### src/rtl/video_timing_gen.sv
// -----------------------------------------------------------------------------
// video_timing_gen
//
// Pixel-rate video timing and test-pattern source. A horizontal/vertical
// counter pair walks the full raster (active + porches + sync). Each enabled
// cycle, the current (h_cnt, v_cnt) position is decoded into sync, active,
// coordinate and pixel-colour values, and those values are registered. Every
// output therefore lags the counters by exactly one enabled cycle, and all
// outputs stay mutually aligned.
//
// The blue-channel TMDS encoder takes hsync/vsync as its c0/c1. The red and
// green encoders tie c0=c1=0.
//
// Ports
//   clk          pixel clock (single clock domain)
//   rst          synchronous active-high reset; takes priority over ce
//   ce           pixel enable; while low, all state and outputs hold
//   pattern_sel  00 colour bars, 01 solid, 10 grey ramp, 11 checkerboard
//   solid_rgb    {R,G,B} colour used by the solid pattern
//   hsync        horizontal sync, asserted level = HSYNC_POL
//   vsync        vertical sync, asserted level = VSYNC_POL (line aligned)
//   video_active high on visible pixels
//   red/green/blue  pixel colour, forced to 0 outside the visible area
//   x, y         visible pixel column/line, 0 outside the visible area
//   frame_start  high for the output cycle carrying pixel (0,0)
// -----------------------------------------------------------------------------
module video_timing_gen #(
  parameter int unsigned H_ACTIVE  = 640,
  parameter int unsigned H_FP      = 16,
  parameter int unsigned H_SYNC    = 96,
  parameter int unsigned H_BP      = 48,
  parameter int unsigned V_ACTIVE  = 480,
  parameter int unsigned V_FP      = 10,
  parameter int unsigned V_SYNC    = 2,
  parameter int unsigned V_BP      = 33,
  parameter bit          HSYNC_POL = 1'b0,
  parameter bit          VSYNC_POL = 1'b0
) (
  input  logic        clk,
  input  logic        rst,
  input  logic        ce,
  input  logic [1:0]  pattern_sel,
  input  logic [23:0] solid_rgb,
  output logic        hsync,
  output logic        vsync,
  output logic        video_active,
  output logic [7:0]  red,
  output logic [7:0]  green,
  output logic [7:0]  blue,
  output logic [11:0] x,
  output logic [11:0] y,
  output logic        frame_start
);

  // ---------------------------------------------------------------------------
  // Derived raster constants. The totals may reach 4096, and a sync window may
  // end exactly at 4096. The region comparisons therefore run on 13 bits, so
  // that a boundary of 4096 does not wrap to 0.
  // ---------------------------------------------------------------------------
  localparam int unsigned H_TOTAL = H_ACTIVE + H_FP + H_SYNC + H_BP;
  localparam int unsigned V_TOTAL = V_ACTIVE + V_FP + V_SYNC + V_BP;

  localparam logic [12:0] H_ACT_END  = 13'(H_ACTIVE);
  localparam logic [12:0] H_SYNC_BEG = 13'(H_ACTIVE + H_FP);
  localparam logic [12:0] H_SYNC_END = 13'(H_ACTIVE + H_FP + H_SYNC);
  localparam logic [12:0] V_ACT_END  = 13'(V_ACTIVE);
  localparam logic [12:0] V_SYNC_BEG = 13'(V_ACTIVE + V_FP);
  localparam logic [12:0] V_SYNC_END = 13'(V_ACTIVE + V_FP + V_SYNC);

  localparam logic [11:0] H_LAST = 12'(H_TOTAL - 1);
  localparam logic [11:0] V_LAST = 12'(V_TOTAL - 1);

  // Bar width is H_ACTIVE/8. It is clamped to 1 so that a very narrow raster
  // still gets a well-defined bar counter.
  localparam int unsigned BAR_W    = (H_ACTIVE / 8 > 0) ? (H_ACTIVE / 8) : 1;
  localparam logic [11:0] BAR_LAST = 12'(BAR_W - 1);
  localparam logic [2:0]  BAR_MAX  = 3'd7;

  // Pattern encodings on pattern_sel.
  localparam logic [1:0] PAT_BARS  = 2'b00;
  localparam logic [1:0] PAT_SOLID = 2'b01;
  localparam logic [1:0] PAT_GREY  = 2'b10;
  localparam logic [1:0] PAT_CHECK = 2'b11;

  // ---------------------------------------------------------------------------
  // State
  // ---------------------------------------------------------------------------
  logic [11:0] h_cnt_q,   h_cnt_d;
  logic [11:0] v_cnt_q,   v_cnt_d;
  logic [11:0] bar_cnt_q, bar_cnt_d;   // position inside the current bar
  logic [2:0]  bar_idx_q, bar_idx_d;   // bar index that belongs to h_cnt_q
  logic [1:0]  pat_q,     pat_d;       // pattern latched at the start of a frame
  logic [23:0] solid_q,   solid_d;

  // Registered outputs.
  logic        hsync_q,  hsync_d;
  logic        vsync_q,  vsync_d;
  logic        active_q, active_d;
  logic        fstart_q, fstart_d;
  logic [23:0] rgb_q,    rgb_d;
  logic [11:0] x_q,      x_d;
  logic [11:0] y_q,      y_d;

  // ---------------------------------------------------------------------------
  // Colour-bar palette.
  // ---------------------------------------------------------------------------
  function automatic logic [23:0] bar_colour(input logic [2:0] idx);
    logic [23:0] c;
    c = 24'h000000;
    case (idx)
      3'd0: c = 24'hFFFFFF;   // white
      3'd1: c = 24'hFFFF00;   // yellow
      3'd2: c = 24'h00FFFF;   // cyan
      3'd3: c = 24'h00FF00;   // green
      3'd4: c = 24'hFF00FF;   // magenta
      3'd5: c = 24'hFF0000;   // red
      3'd6: c = 24'h0000FF;   // blue
      default: c = 24'h000000; // black
    endcase
    return c;
  endfunction

  // ---------------------------------------------------------------------------
  // Raster counters and bar tracking
  // ---------------------------------------------------------------------------
  logic h_wrap;
  logic v_wrap;

  always_comb begin
    // NOTE: every signal assigned in a combinational block gets a default
    // first. Without one, any path that skips the assignment infers a latch.
    h_cnt_d   = h_cnt_q;
    v_cnt_d   = v_cnt_q;
    bar_cnt_d = bar_cnt_q;
    bar_idx_d = bar_idx_q;

    h_wrap = (h_cnt_q == H_LAST);
    v_wrap = (v_cnt_q == V_LAST);

    if (h_wrap) begin
      h_cnt_d = 12'd0;
      v_cnt_d = v_wrap ? 12'd0 : v_cnt_q + 12'd1;
    end else begin
      h_cnt_d = h_cnt_q + 12'd1;
    end

    // The bar index advances by counting pixels, not by dividing h_cnt. It
    // saturates at the last bar, so that bar absorbs any remainder of
    // H_ACTIVE/8. The counter realigns at the start of every line.
    if (h_wrap) begin
      bar_cnt_d = 12'd0;
      bar_idx_d = 3'd0;
    end else if (bar_cnt_q == BAR_LAST) begin
      bar_cnt_d = 12'd0;
      bar_idx_d = (bar_idx_q == BAR_MAX) ? BAR_MAX : bar_idx_q + 3'd1;
    end else begin
      bar_cnt_d = bar_cnt_q + 12'd1;
    end
  end

  // ---------------------------------------------------------------------------
  // Region and pattern decode of the current counter position
  // ---------------------------------------------------------------------------
  logic [12:0] h_ext;
  logic [12:0] v_ext;
  logic        at_origin;
  logic [1:0]  pat_eff;
  logic [23:0] solid_eff;
  logic        in_active;
  logic        in_hsync;
  logic        in_vsync;
  logic [23:0] pix_rgb;

  always_comb begin
    h_ext = {1'b0, h_cnt_q};
    v_ext = {1'b0, v_cnt_q};

    at_origin = (h_cnt_q == 12'd0) && (v_cnt_q == 12'd0);

    // The pattern controls are sampled only at pixel (0,0), and that first
    // pixel already uses the new selection. A change made mid-frame is
    // therefore deferred to the next frame, and a frame never tears.
    pat_eff   = at_origin ? pattern_sel : pat_q;
    solid_eff = at_origin ? solid_rgb   : solid_q;
    pat_d     = pat_eff;
    solid_d   = solid_eff;

    in_active = (h_ext < H_ACT_END) && (v_ext < V_ACT_END);
    in_hsync  = (h_ext >= H_SYNC_BEG) && (h_ext < H_SYNC_END);
    // v_cnt only moves on a line wrap, so vsync is line-aligned.
    in_vsync  = (v_ext >= V_SYNC_BEG) && (v_ext < V_SYNC_END);

    pix_rgb = 24'h000000;
    case (pat_eff)
      PAT_BARS:  pix_rgb = bar_colour(bar_idx_q);
      PAT_SOLID: pix_rgb = solid_eff;
      PAT_GREY:  pix_rgb = {3{h_cnt_q[7:0]}};
      PAT_CHECK: pix_rgb = (h_cnt_q[3] ^ v_cnt_q[3]) ? 24'hFFFFFF : 24'h000000;
      default:   pix_rgb = 24'h000000;
    endcase

    hsync_d  = in_hsync ? HSYNC_POL : ~HSYNC_POL;
    vsync_d  = in_vsync ? VSYNC_POL : ~VSYNC_POL;
    active_d = in_active;
    fstart_d = at_origin;
    rgb_d    = in_active ? pix_rgb : 24'h000000;
    x_d      = in_active ? h_cnt_q : 12'd0;
    y_d      = in_active ? v_cnt_q : 12'd0;
  end

  // ---------------------------------------------------------------------------
  // Registers. Reset wins over ce. While ce is low, nothing is loaded, so
  // every output, frame_start included, keeps its last value.
  // ---------------------------------------------------------------------------
  always_ff @(posedge clk) begin
    // NOTE: clocked state uses non-blocking assignments only, so every
    // register samples the pre-edge values and evaluation order cannot
    // change the result.
    if (rst) begin
      h_cnt_q   <= 12'd0;
      v_cnt_q   <= 12'd0;
      bar_cnt_q <= 12'd0;
      bar_idx_q <= 3'd0;
      pat_q     <= PAT_BARS;
      solid_q   <= 24'h000000;
      hsync_q   <= ~HSYNC_POL;
      vsync_q   <= ~VSYNC_POL;
      active_q  <= 1'b0;
      fstart_q  <= 1'b0;
      rgb_q     <= 24'h000000;
      x_q       <= 12'd0;
      y_q       <= 12'd0;
    end else if (ce) begin
      h_cnt_q   <= h_cnt_d;
      v_cnt_q   <= v_cnt_d;
      bar_cnt_q <= bar_cnt_d;
      bar_idx_q <= bar_idx_d;
      pat_q     <= pat_d;
      solid_q   <= solid_d;
      hsync_q   <= hsync_d;
      vsync_q   <= vsync_d;
      active_q  <= active_d;
      fstart_q  <= fstart_d;
      rgb_q     <= rgb_d;
      x_q       <= x_d;
      y_q       <= y_d;
    end
  end

  assign hsync        = hsync_q;
  assign vsync        = vsync_q;
  assign video_active = active_q;
  assign frame_start  = fstart_q;
  assign red          = rgb_q[23:16];
  assign green        = rgb_q[15:8];
  assign blue         = rgb_q[7:0];
  assign x            = x_q;
  assign y            = y_q;

endmodule

### config.mk
export PLATFORM = sky130hd
export DESIGN_NAME = video_timing_gen
export DESIGN_NICKNAME = d
export VERILOG_FILES = /design/src/rtl/video_timing_gen.sv
export SDC_FILE = /design/constraint.sdc
export NUM_CORES = 1
export LEC_CHECK = 0
export CORE_MARGIN = 2
export CORE_UTILIZATION = 40
export CTS_BUF_LIST = sky130_fd_sc_hd__clkbuf_8
export DETAILED_ROUTE_END_ITERATION = 8
export SLEW_MARGIN = 10
export SYNTH_ARGS = -nofsm -noshare
export SYNTH_HDL_FRONTEND = slang
export SYNTH_SLANG_ARGS = --single-unit
### constraint.sdc
create_clock -name clk -period 2.71 [get_ports clk]
set_input_delay 0.6775 -clock clk [delete_from_list [all_inputs] [get_ports clk]]
set_output_delay 0.6775 -clock clk [all_outputs]
set_load 0.005 [all_outputs]
==> results of run 1 <==
## placed cells by master (no fill, tap or decap), types with 6 or more instances in the layout
| cell | n |
|---|---|
| clkbuf_8 | 23 |
| xor2_1 | 18 |
| and3_1 | 11 |
| ha_1 | 9 |
| buf_4 | 34 |
| inv_1 | 18 |
| o21ai_0 | 27 |
| a22o_1 | 23 |
| a21oi_1 | 43 |
| a32o_1 | 6 |
| nand3_1 | 15 |
| nand4_1 | 11 |
| dfxtp_1 | 117 |
| o31ai_1 | 16 |
| xnor2_1 | 11 |
| nor3_1 | 14 |
| nor4_1 | 14 |
| a31oi_1 | 10 |
| nand2_1 | 94 |
| o21a_1 | 10 |
| nor2_1 | 52 |
| clkdlybuf4s50_1 | 80 |
| and2_1 | 7 |
| or3_1 | 13 |
## metrics by stage
stage                     TNS, ns   util
final                           0  0.537
after global routing            0  0.537
after CTS                       0  0.536
after detailed placement   -0.118  0.498
after global placement          0  0.498
after floorplan                 0      -
## metal layers
layer  vias to the layer above  wire [µm]  track usage
met1                      2247       6550        0.255
met5                         -          0            0
met4                         0        257       0.0851
met3                        17        697       0.0489
li1                       2373          -            -
met2                       135       6520        0.343
## state kept, by name, summed over array words and instances, names as in the netlist, 2 cells and up
name / cells
rgb_q: 24
x: 12
v_cnt_q: 12
h_cnt_q: 12
solid_q: 24
bar_idx_q: 3
bar_cnt_q: 12
y: 12
pat_q: 2
## where the power goes
part / leakage, µW / internal (µW) / total (µW) / switching [µW]
sequential: 0.000953 / 1800 / 1860 / 54.3
combinational: 0.00135 / 266 / 568 / 302
clock: 0.000241 / 1140 / 1830 / 689
total: 0.00255 / 3210 / 4250 / 1050
## path summary, 6_finish.rpt
check	start	end	slack, ns	depth (start not counted)
min	solid_q[7]	solid_q[7]	0.45	2
min reg2reg	solid_q[7]	solid_q[7]	0.45	2
max reg2reg	h_cnt_q[11]	rgb_q[3]	0.07	5
max	h_cnt_q[11]	rgb_q[3]	0.07	5
## worst min-delay path: stages (launching register included)
cell and delay [ns]:
dfxtp_1 0.31, nand2_1 0.05, a21oi_1 0.05
## final cells by class
type                       count  share of cell area
multi-input combinational    446               0.388
sequential                   117               0.344
timing repair buffer         115               0.158
clock buffer                  23              0.0465
tap                          172              0.0316
clock inverter                 9              0.0213
inverter                      18             0.00993
## kinds of logic after synthesis
family / after synthesis / share of synthesized area
multiplexers: 2 / 0.00386
XOR/XNOR: 29 / 0.0489
flip-flops: 117 / 0.451
buffers and inverters: 60 / 0.0470
adder cells (fa/ha/maj): 9 / 0.0217
AO/OA/AOI/OAI: 147 / 0.185
AND/OR/NAND/NOR: 259 / 0.242
## what timing repair did
| action | CTS | global route |
|---|---|---|
| hold endpoints to repair | 0 | 0 |
| endpoints found under the setup margin | 33 | 21 |
| pin swaps | 0 | 3 |
| gates resized for setup | 3 | 5 |
| gates cloned | 0 | 0 |
| hold buffers | 0 | 0 |
==> results.cfg, run 1 <==
[floorplan]
ios = 81
coreArea_um2 = 12700
chipHeight_um = 118
initial_core_util = 0.410
die_area_um2 = 13900
die_x_um = 118
rows = 41

[cts]
clk_pin_slew_ns = 0.07
cts_tree = built
clk_path_buf_depth = 2
post-cts-setup-buffers = 0
cts.sink_count = 117
worstSkewPairLatency_ns = 0.44
cts_root_buf = clkbuf_8
htree_levels = 4
cts_inserted_buffers = 17

[global_routing]
grt_usage = 0.206
grt_max_degree = 50
first_global_vias = 4711
grt_overflow = 0
grt_pass1_wl_mm = 23.0
antenna_found_initial = 0

[setup_path]
critPathKind = reg2reg
worstSetupStartpointType = register
worst-path-max-fanout = 4
critPathArrivalTime_ns = 2.97
cpMostUsedCell = or4_4
critPathBufInv = 0
required_ns = 3.04
crit_chain = or4_4 -> or4_4 -> or4_4 -> a211o_1 -> a32o_1
endpoint_kind = register
critPathMaxStageDelay_ns = 0.55
path_delay_family = simple AND/OR/NAND/NOR gates
slowest_stage = or4_4

[timing]
max_freq_mhz = 379
rsz0062_at_grt = false
finClkSkew_ns = 0.0101
finalMaxSlewViolations = 0
hold_viol = 0
post-route-period-util = 0.975
worstMarginPinSlew_ns = 1.17
setup_viol_count_final = 0
slew_headroom = 0.220
period_minus_slack_ns = 2.64
timing.final.ws_setup_ns = 0.0682
worst_hold_slack_ns = 0.448

[outcome]
status = finished clean

[layout]
nets = 753
fin_area_um2 = 6800
finalNonFillerCells = 900
fill_cells = 1202
multi_input_area_um2 = 2640
seq_area_um2 = 2340
drive_above_1_share = 0.111
area_growth_pct = 31.0
diodes = 0

[run]
max_cap_viol_count = 0

[synth]
ys_warn_count = 0
ys_seq_elements = 117
ys_top_cells_by_count = 117 x dfxtp_1, 94 x nand2_1, 54 x nor2_1
yosysTopAreaCell = dfxtp_1
yosysSeqAreaShare = 0.451
async_flop_share = 0
syn-cell-area_um2 = 5190
synth.avg_cell_area_um2 = 8.33
synth.net_count = 661
synth-edff-count = 0
synth.distinct_cells = 43
synth_area_leaders = dfxtp_1 45%, nand2_1 6.8%, a21oi_1 4.1%
synthFlopType = dfxtp_1
yosysMostFrequentCell = dfxtp_1
synth_top_area_frac = 0.451
syn_inst = 623

[routing]
wl_mm = 14.0
detail_route.first_pass.iterations = 5
drt-wirelength-per-cell_um = 15.6
dr_total_vias = 4772
route.detailed.drc = 0
drt_iter0_markers = 265
vias_per_cell = 5.30
postRouteAntennaNets = 0

[hold_path]
min_path_type = reg2reg

[placed_design]
port_buffers = 80
placed_area_um2 = 6310
placedCellCount = 868
dp_slack_ns = -0.0179
hpwlAfterDp_mm = 9.67
gp_congestion = 0.827

[pwr]
total_power_uw = 4250
peakVddDrop_v = 0.000309
powerDensity_nw_per_um2 = 625
p_leak_uw = 0.00255
No activity file was read; power rests on OpenSTA's default activity.
==> inputs of run 2 (changes only) <==
--- a/config.mk
+++ b/config.mk
@@ -5,7 +5,7 @@
 export SDC_FILE = /design/constraint.sdc
 export NUM_CORES = 1
 export LEC_CHECK = 0
-export CORE_MARGIN = 2
+export CORE_MARGIN = 3
 export CORE_UTILIZATION = 40
 export CTS_BUF_LIST = sky130_fd_sc_hd__clkbuf_8
 export DETAILED_ROUTE_END_ITERATION = 8
==> results.cfg, run 2 (synthesis results as in run 1) <==
[routing]
detail_route.first_pass.iterations = 5
wl_mm = 14.3
postRouteAntennaNets = 0
route.detailed.drc = 0
drt-wirelength-per-cell_um = 15.9
vias_per_cell = 5.36
dr_total_vias = 4806
drt_iter0_markers = 279

[timing]
worst_hold_slack_ns = 0.449
max_freq_mhz = 380
hold_viol = 0
worstMarginPinSlew_ns = 1.14
setup_viol_count_final = 0
finClkSkew_ns = 0.00990
period_minus_slack_ns = 2.63
finalMaxSlewViolations = 0
post-route-period-util = 0.970
slew_headroom = 0.235
fin_setup_tns_ns = 0

[cts]
worstSkewPairLatency_ns = 0.44
clk_path_buf_depth = 2
clk_pin_slew_ns = 0.06
cts_root_buf = clkbuf_8
post-cts-setup-buffers = 0
cts.sink_count = 117
hold_buffers = 0
cts_tree = built
cts_inserted_buffers = 17
htree_levels = 4

[outcome]
status = finished clean

[setup_path]
cpMostUsedCell = or4_4
critPathBufInv = 0
required_ns = 3.03
crit_chain = or4_4 -> or4_4 -> or4_4 -> a211o_1 -> nand2_4 -> o21ai_0
critPathArrivalTime_ns = 2.95
slowest_stage = or4_4
worst-path-max-fanout = 7
critPathKind = reg2reg
path_delay_family = simple AND/OR/NAND/NOR gates
worstSetupStartpointType = register
critPathMaxStageDelay_ns = 0.54
endpoint_kind = register

[layout]
fill_cells = 1208
drive_above_1_share = 0.108
reg_top3 = rgb_q (24), solid_q (24)
multi_input_area_um2 = 2650
seq_area_um2 = 2340
final_cell_mix = 117 x dfxtp_1, 94 x nand2_1, 80 x clkdlybuf4s50_1, 53 x nor2_1, 43 x a21oi_1
area_growth_pct = 29.6
diodes = 0
mostFrequentLayoutCell = dfxtp_1
finalNonFillerCells = 897
nets = 754

[floorplan]
die_x_um = 120
ios = 81
die_area_um2 = 14400
initial_core_util = 0.420
coreArea_um2 = 12400
rows = 40
chipHeight_um = 120

[global_routing]
first_global_vias = 4543
grt_usage = 0.203
grt_overflow = 0
antenna_found_initial = 0
grt_max_degree = 50
grt_pass1_wl_mm = 23.2

[run]
max_cap_viol_count = 0

[pwr]
powerDensity_nw_per_um2 = 589
peakVddDrop_v = 0.000342
p_leak_uw = 0.00252

[placed_design]
placedCellCount = 865
hpwlAfterDp_mm = 10.1
port_buffers = 80
gp_congestion = 0.867

[hold_path]
min_path_type = reg2reg
run 2: cell types whose count changed in the layout (fill, tap and decap cells not counted), sizes merged:
cell      previous run  this run
bufinv               4         2
clkinvlp             0         2
inv                 18        21
clkbuf              23        19
buf                 35        36
clkinv               5         6
run 2: worst register-to-register path, cell delays in order, from the launching register on:
cell and delay (ns):
dfxtp_1 0.33, or4_4 0.54, or4_4 0.53, or4_4 0.51, a211o_1 0.36, nand2_4 0.15
o21ai_0 0.10
run 2: cell type report:
type	count	share of cell area
Sequential cell	117	0.348
Clock buffer	19	0.0389
Tap cell	168	0.0312
Clock inverter	13	0.0173
Multi-Input combinational cell	446	0.393
Timing Repair Buffer	116	0.161
Inverter	18	0.0100
run 2: path summary, 6_finish.rpt:
kind,startpoint,endpoint,slack [ns],cells after the start
min,solid_q[0],solid_q[0],0.45,2
max,h_cnt_q[11],rgb_q[6],0.08,6
max reg2reg,h_cnt_q[11],rgb_q[6],0.08,6
min reg2reg,solid_q[0],solid_q[0],0.45,2
run 2: stage by stage:
| step | instance area, µm² | utilization | setup WS [ns] | power (µW) |
|---|---|---|---|---|
| after global placement | 6320 | 0.511 | 0.0525 | 2460 |
| after CTS | 6700 | 0.542 | 0.00638 | 4000 |
| final | 6730 | 0.544 | 0.0806 | 3960 |
| after floorplan | 5190 | - | 0.0451 | 2190 |
| after detailed placement | 6320 | 0.511 | 0.0146 | 2470 |
| after global routing | 6730 | 0.544 | -0.000460 | 4150 |
run 2: per-layer routing:
metal,part of all wire,GRT usage,vias to the layer above
met4,0.012,0.0608,0
met1,0.46,0.258,2293
met2,0.47,0.333,119
met5,0,0,-
met3,0.052,0.0589,13
li1,-,-,2381
run 2: report_power, final:
part | internal, µW | total [µW] | switching [µW]
Combinational | 274 | 589 | 315
Sequential | 1800 | 1850 | 50.7
Clock | 843 | 1520 | 675
run 2: what timing repair did:
item / 4_1_cts / 5_1_grt
hold endpoints to repair: 0 / 0
setup endpoints to repair: 0 / 20
gates resized for setup: 0 / 8
